File: src/rtl/mod3_sched_if.sv
// Request/result bundle between word producers, the mod-3 scheduler and the result consumer.
interface mod3_sched_if #(
  parameter int NREQ  = 4,
  parameter int WIDTH = 8
);
  localparam int IDW = $clog2(NREQ);

  logic [NREQ-1:0]       req_valid;
  logic [NREQ*WIDTH-1:0] req_data;
  logic [NREQ-1:0]       req_ready;
  logic                  res_valid;
  logic                  res_ready;
  logic [IDW-1:0]        res_id;
  logic [1:0]            res_residue;
  logic                  res_div;

  modport master (
    output req_valid, req_data, res_ready,
    input  req_ready, res_valid, res_id, res_residue, res_div
  );

  modport slave (
    input  req_valid, req_data, res_ready,
    output req_ready, res_valid, res_id, res_residue, res_div
  );
endinterface

File: src/rtl/mod3_sched.sv
// Round-robin arbiter sharing one serial MSB-first mod-3 residue engine among NREQ requesters.
module mod3_sched #(
  parameter int NREQ  = 4,
  parameter int WIDTH = 8
) (
  input  logic         clk,
  input  logic         resetn,
  mod3_sched_if.slave  bus
);
  localparam int IDW = $clog2(NREQ);
  localparam int CW  = $clog2(WIDTH);

  localparam logic [1:0] IDLE  = 2'd0;
  localparam logic [1:0] SHIFT = 2'd1;
  localparam logic [1:0] DONE  = 2'd2;

  logic [1:0]       state;
  logic [IDW-1:0]   ptr;
  logic [IDW-1:0]   id;
  logic [WIDTH-1:0] shreg;
  logic [1:0]       residue;
  logic [1:0]       residue_next;
  logic [CW-1:0]    cnt;
  logic             settle;
  logic             grant_found;
  logic [IDW-1:0]   grant_idx;
  logic [IDW:0]     cand;
  logic [WIDTH-1:0] sel_word;

  // Walk the requesters starting at ptr, wrapping once, and take the first valid one.
  always_comb begin
    grant_found = 1'b0;
    grant_idx   = '0;
    cand        = '0;
    for (int k = 0; k < NREQ; k++) begin
      cand = {1'b0, ptr} + (IDW+1)'(k);
      if (cand >= (IDW+1)'(NREQ)) cand = cand - (IDW+1)'(NREQ);
      if (!grant_found && bus.req_valid[cand[IDW-1:0]]) begin
        grant_found = 1'b1;
        grant_idx   = cand[IDW-1:0];
      end
    end
  end

  always_comb begin
    sel_word = '0;
    for (int i = 0; i < NREQ; i++) begin
      if (grant_idx == IDW'(i)) sel_word = bus.req_data[i*WIDTH +: WIDTH];
    end
  end

  // settle blanks the single IDLE cycle that follows a handoff, so no grant overlaps a result.
  always_comb begin
    bus.req_ready = '0;
    if (resetn && state == IDLE && !settle && grant_found) bus.req_ready[grant_idx] = 1'b1;
  end

  always_comb begin
    case ({residue, shreg[WIDTH-1]})
      3'b000:  residue_next = 2'd0;
      3'b001:  residue_next = 2'd1;
      3'b010:  residue_next = 2'd2;
      3'b011:  residue_next = 2'd0;
      3'b100:  residue_next = 2'd1;
      3'b101:  residue_next = 2'd2;
      default: residue_next = 2'd0;
    endcase
  end

  always_ff @(posedge clk or negedge resetn) begin
    if (!resetn) begin
      state   <= IDLE;
      ptr     <= '0;
      id      <= '0;
      shreg   <= '0;
      residue <= 2'd0;
      cnt     <= '0;
      settle  <= 1'b0;
    end else begin
      settle <= 1'b0;
      case (state)
        IDLE: begin
          if (!settle && grant_found) begin
            shreg   <= sel_word;
            residue <= 2'd0;
            id      <= grant_idx;
            cnt     <= CW'(WIDTH-1);
            state   <= SHIFT;
          end
        end
        SHIFT: begin
          residue <= residue_next;
          shreg   <= {shreg[WIDTH-2:0], 1'b0};
          if (cnt == '0) state <= DONE;
          else           cnt   <= cnt - 1'b1;
        end
        DONE: begin
          if (bus.res_ready) begin
            ptr    <= (id == IDW'(NREQ-1)) ? '0 : id + 1'b1;
            settle <= 1'b1;
            state  <= IDLE;
          end
        end
        default: state <= IDLE;
      endcase
    end
  end

  assign bus.res_valid   = (state == DONE);
  assign bus.res_id      = id;
  assign bus.res_residue = residue;
  assign bus.res_div     = (state == DONE) && (residue == 2'd0);
endmodule
File: src/flat_wrapper.sv
// flat-port wrapper written by rule: the top's interface ports become plain ports
module mod3_sched_flat 
#(
  parameter int NREQ  = 4,
  parameter int WIDTH = 8
)
  (clk, resetn, bus_req_valid, bus_req_data, bus_res_ready, bus_req_ready, bus_res_valid, bus_res_id, bus_res_residue, bus_res_div);
  mod3_sched_if #(.NREQ(NREQ), .WIDTH(WIDTH)) bus_i ();
  input  logic clk;
  input  logic resetn;
  input wire logic [$bits(bus_i.req_valid)-1:0] bus_req_valid;
  input wire logic [$bits(bus_i.req_data)-1:0] bus_req_data;
  input wire logic [$bits(bus_i.res_ready)-1:0] bus_res_ready;
  output wire logic [$bits(bus_i.req_ready)-1:0] bus_req_ready;
  output wire logic [$bits(bus_i.res_valid)-1:0] bus_res_valid;
  output wire logic [$bits(bus_i.res_id)-1:0] bus_res_id;
  output wire logic [$bits(bus_i.res_residue)-1:0] bus_res_residue;
  output wire logic [$bits(bus_i.res_div)-1:0] bus_res_div;
  assign bus_i.req_valid = bus_req_valid;
  assign bus_i.req_data = bus_req_data;
  assign bus_i.res_ready = bus_res_ready;
  assign bus_req_ready = bus_i.req_ready;
  assign bus_res_valid = bus_i.res_valid;
  assign bus_res_id = bus_i.res_id;
  assign bus_res_residue = bus_i.res_residue;
  assign bus_res_div = bus_i.res_div;
  mod3_sched #(.NREQ(NREQ), .WIDTH(WIDTH)) u_core (.clk(clk), .resetn(resetn), .bus(bus_i));
endmodule
File: config.mk
export PLATFORM = sky130hd
export DESIGN_NAME = mod3_sched_flat
export DESIGN_NICKNAME = d
export VERILOG_FILES = /design/src/rtl/mod3_sched_if.sv /design/src/rtl/mod3_sched.sv /design/src/flat_wrapper.sv
export SDC_FILE = /design/constraint.sdc
export NUM_CORES = 1
export LEC_CHECK = 0
export ABC_AREA = 1
export CAP_MARGIN = 25
export CORE_ASPECT_RATIO = 0.75
export CORE_MARGIN = 5
export CORE_UTILIZATION = 50
export CTS_CLUSTER_SIZE = 8
export DETAILED_ROUTE_END_ITERATION = 8
export PLACE_DENSITY = 0.89
export SYNTH_ARGS = -nofsm -noshare
export SYNTH_HDL_FRONTEND = slang
export SYNTH_SLANG_ARGS = --single-unit
File: constraint.sdc
create_clock -name clk -period 5.9 [get_ports clk]
set_clock_uncertainty 0.1 [all_clocks]
set_input_delay 1.18 -clock clk [delete_from_list [all_inputs] [get_ports clk]]
set_output_delay 1.18 -clock clk [all_outputs]
set_load 0.005 [all_outputs]
==> flow_metrics.env <==
export IMPL_htreeDepth=1
export IMPL_cts_resized=0
export IMPL_dieArea_mm2=0.00424
export IMPL_power_density_mw_per_mm2=527
export IMPL_rsz0062_at_grt="no"
export IMPL_setup_tns_ns=0
export IMPL_start_kind="primary input"
export IMPL_cp_top_family="buffers and inverters"
export IMPL_utilization_pct=71.1
export IMPL_crit_path_max_fanout=10
export IMPL_hold_viol_final=0
export IMPL_syn_area_mm2=0.00152
export IMPL_coreArea_mm2=0.00294
export IMPL_period_share_pct=79.5
export IMPL_postCtsSetupBuffers=0
export IMPL_grt_max_degree=22
export IMPL_maxCapViolations=0
export IMPL_grt_pass1_wl_um=6420
export IMPL_worstMarginPinSlew_ns=0.376
export IMPL_drc=0
export IMPL_grt_use_total_pct=18.7
export IMPL_numCtsBuffers=3
export IMPL_syn_area_per_cell_um2=6.42
export IMPL_fin_cells=323
export IMPL_hp_start="u_core.cnt[0]"
export IMPL_rrSetupSlack_ns=3.51
export IMPL_wl_per_cell_um=11.3
export IMPL_ys_types=23
export IMPL_holdPathStages=1
export IMPL_drive_above_1_share_pct=8.77
export IMPL_r2r_end="u_core.shreg[7]"
export IMPL_top_layer_used="met3"
export IMPL_dpl_hpwl_um=2970
export IMPL_async_flop_share_pct=100
export IMPL_synth_edff_count=0
export IMPL_die_h_um=57.7
export IMPL_status="completed"
export IMPL_antenna_found_initial=0
export IMPL_synth_seq_cells=20
export IMPL_synth_seq_area_share_pct=33.0
export IMPL_ios=49
export IMPL_period_needed_ns=4.69
export IMPL_peakVddDrop_mv=0.322
export IMPL_cts_root_buffer="clkbuf_8"
export IMPL_arrival_ns=3.41
export IMPL_fmaxAchievable_mhz=213
export IMPL_path_cells="clkdlybuf4s50_1 -> inv_1 -> nand2_1 -> nand3_2 -> nand2_2 -> nor2_4 -> nand2_1 -> or2_1 -> nand3_2 -> inv_2 -> nand2_1 -> nor3_1 -> clkdlybuf4s50_1"
export IMPL_wl_met3_um=340
export IMPL_slew_headroom_pct=74.9
export IMPL_final_cell_mix="nand2_1, clkdlybuf4s50_1, inv_1, nand3_1, dfrtp_1"
export IMPL_cpMostUsedCell="nand2_1"
export IMPL_placementRows=17
export IMPL_viasPerCell=4.92
export IMPL_clk_latency_ns=0.26
export IMPL_syn_to_final_growth_pct=37.8
export IMPL_grt_ovfl_total=0
export IMPL_tritoncts="built"
export IMPL_rr_startpoint="u_core.ptr[0]"
export IMPL_crit_buf_inv=4
export IMPL_portBuffers=48
export IMPL_clk_pin_slew_ns=0.08
export IMPL_nets=328
export IMPL_crit_type="primary input to primary output"
export IMPL_wl_met1_um=1650
export IMPL_wl_met2_um=1660
export IMPL_cts_hold_buf=0
export IMPL_ant_nets=0
export IMPL_cp_required_ns=4.62
export IMPL_synth_net_count=278
export IMPL_vias=1588
export IMPL_clock_sinks=20
export IMPL_r2r_cells=14
export IMPL_cp_slowest_cell="clkdlybuf4s50_1"
export IMPL_drt_iter0_drc=134
export IMPL_num_antenna_cells=0
export IMPL_start_util_pct=51.6
export IMPL_firstDrtPassIters=4
export IMPL_chipWidth_um=73.6
export IMPL_crit_path_max_incr_delay_ns=0.53
export IMPL_dp_cells=319
export IMPL_syn_instance_count=236
export IMPL_ys_warn_count=0
export IMPL_p_leak_nw=1.06
export IMPL_setup_violations=0
export IMPL_layout_commonest_cell="nand2_1"
export IMPL_synth_flop_cell="dfrtp_1"
export IMPL_place_gp_congestion=0.898
export IMPL_min_to="u_core.cnt[0]"
export IMPL_hold_class="flip-flop to flip-flop"
export IMPL_clock_path_buffers=2
export IMPL_wl_um=3650
export IMPL_slew_viol_final=0
export IMPL_critPathCaptureType="primary output"
export IMPL_grt_pass1_vias=1548
[cell families (layout without fill, tap and decap cells)]
family / count (synthesis) / in the layout / synth area share (%)
AOI/OAI and AO/OA: 30 / 30 / 10.4
adders and majority gates: 3 / 3 / 2.48
buffers and inverters: 46 / 95 / 12.7
DFF: 20 / 20 / 33.0
and+or+nand+nor: 137 / 137 / 41.4
[worst max-delay path by stage]
stage,from,end,slack (ns),cells past startpoint
2_1_floorplan,bus_req_valid[2],bus_req_ready[1],2.40,11
3_3_place_gp,bus_req_valid[1],bus_req_ready[3],1.28,14
3_5_place_dp,bus_req_valid[0],bus_req_ready[1],1.22,13
4_1_cts,bus_req_valid[2],bus_req_ready[1],1.20,13
5_1_grt,bus_req_valid[0],bus_req_ready[1],0.90,13
6_report,bus_req_valid[2],bus_req_ready[1],1.21,13
[cell usage after synthesis (5+ instances only)]
library cell | number | area, um^2
inv_2 | 5 | 18.8
nor2_1 | 12 | 45.0
o22ai_1 | 5 | 31.3
o21ai_1 | 7 | 35.0
nand2_2 | 9 | 56.3
o21ai_0 | 14 | 70.1
inv_1 | 36 | 135
nand3_1 | 24 | 120
dfrtp_1 | 20 | 500
nand2_1 | 75 | 282
[final cells by class]
cell class | count | area [um^2]
multi-input cells | 170 | 822
fillers | 249 | 847
repair buffers | 49 | 488
clock inverters | 1 | 30.0
clock buffers | 3 | 41.3
flip-flops and latches | 20 | 500
well taps | 38 | 47.5
inverters | 42 | 159
[flip-flops by register name (all words and copies together), names as in the netlist]
signal                  cells
u_core.bus.res_id           2
u_core.bus.res_residue      2
u_core.cnt                  3
u_core.ptr                  2
u_core.settle               1
u_core.shreg                8
u_core.state                2
[layer usage]
layer	global-route usage (%)	vias to the layer above
met1	23.9	696
met4	1.55	0
met5	0	-
met2	31.1	49
li1	-	843
met3	7.45	0
[stage by stage]
stage / worst slack [ns] / hold slack, ns / power [mW] / cell area [um^2]
after detailed placement: 1.22 / 0.368 / 0.964 / 2020
after CTS: 1.20 / 0.379 / 1.10 / 2090
after global routing: 0.896 / 0.410 / 1.23 / 2090
final: 1.21 / 0.377 / 1.10 / 2090
after floorplan: 2.40 / 0.340 / 0.814 / 1520
after global placement: 1.28 / 0.356 / 0.945 / 2020
[where the power goes]
part	total (mW)	switching (mW)	internal, mW
Sequential	0.242	0.0460	0.196
Clock	0.136	0.0457	0.0906
Combinational	0.721	0.455	0.266
Total	1.10	0.547	0.552
Power figures use the tool's default switching activity.
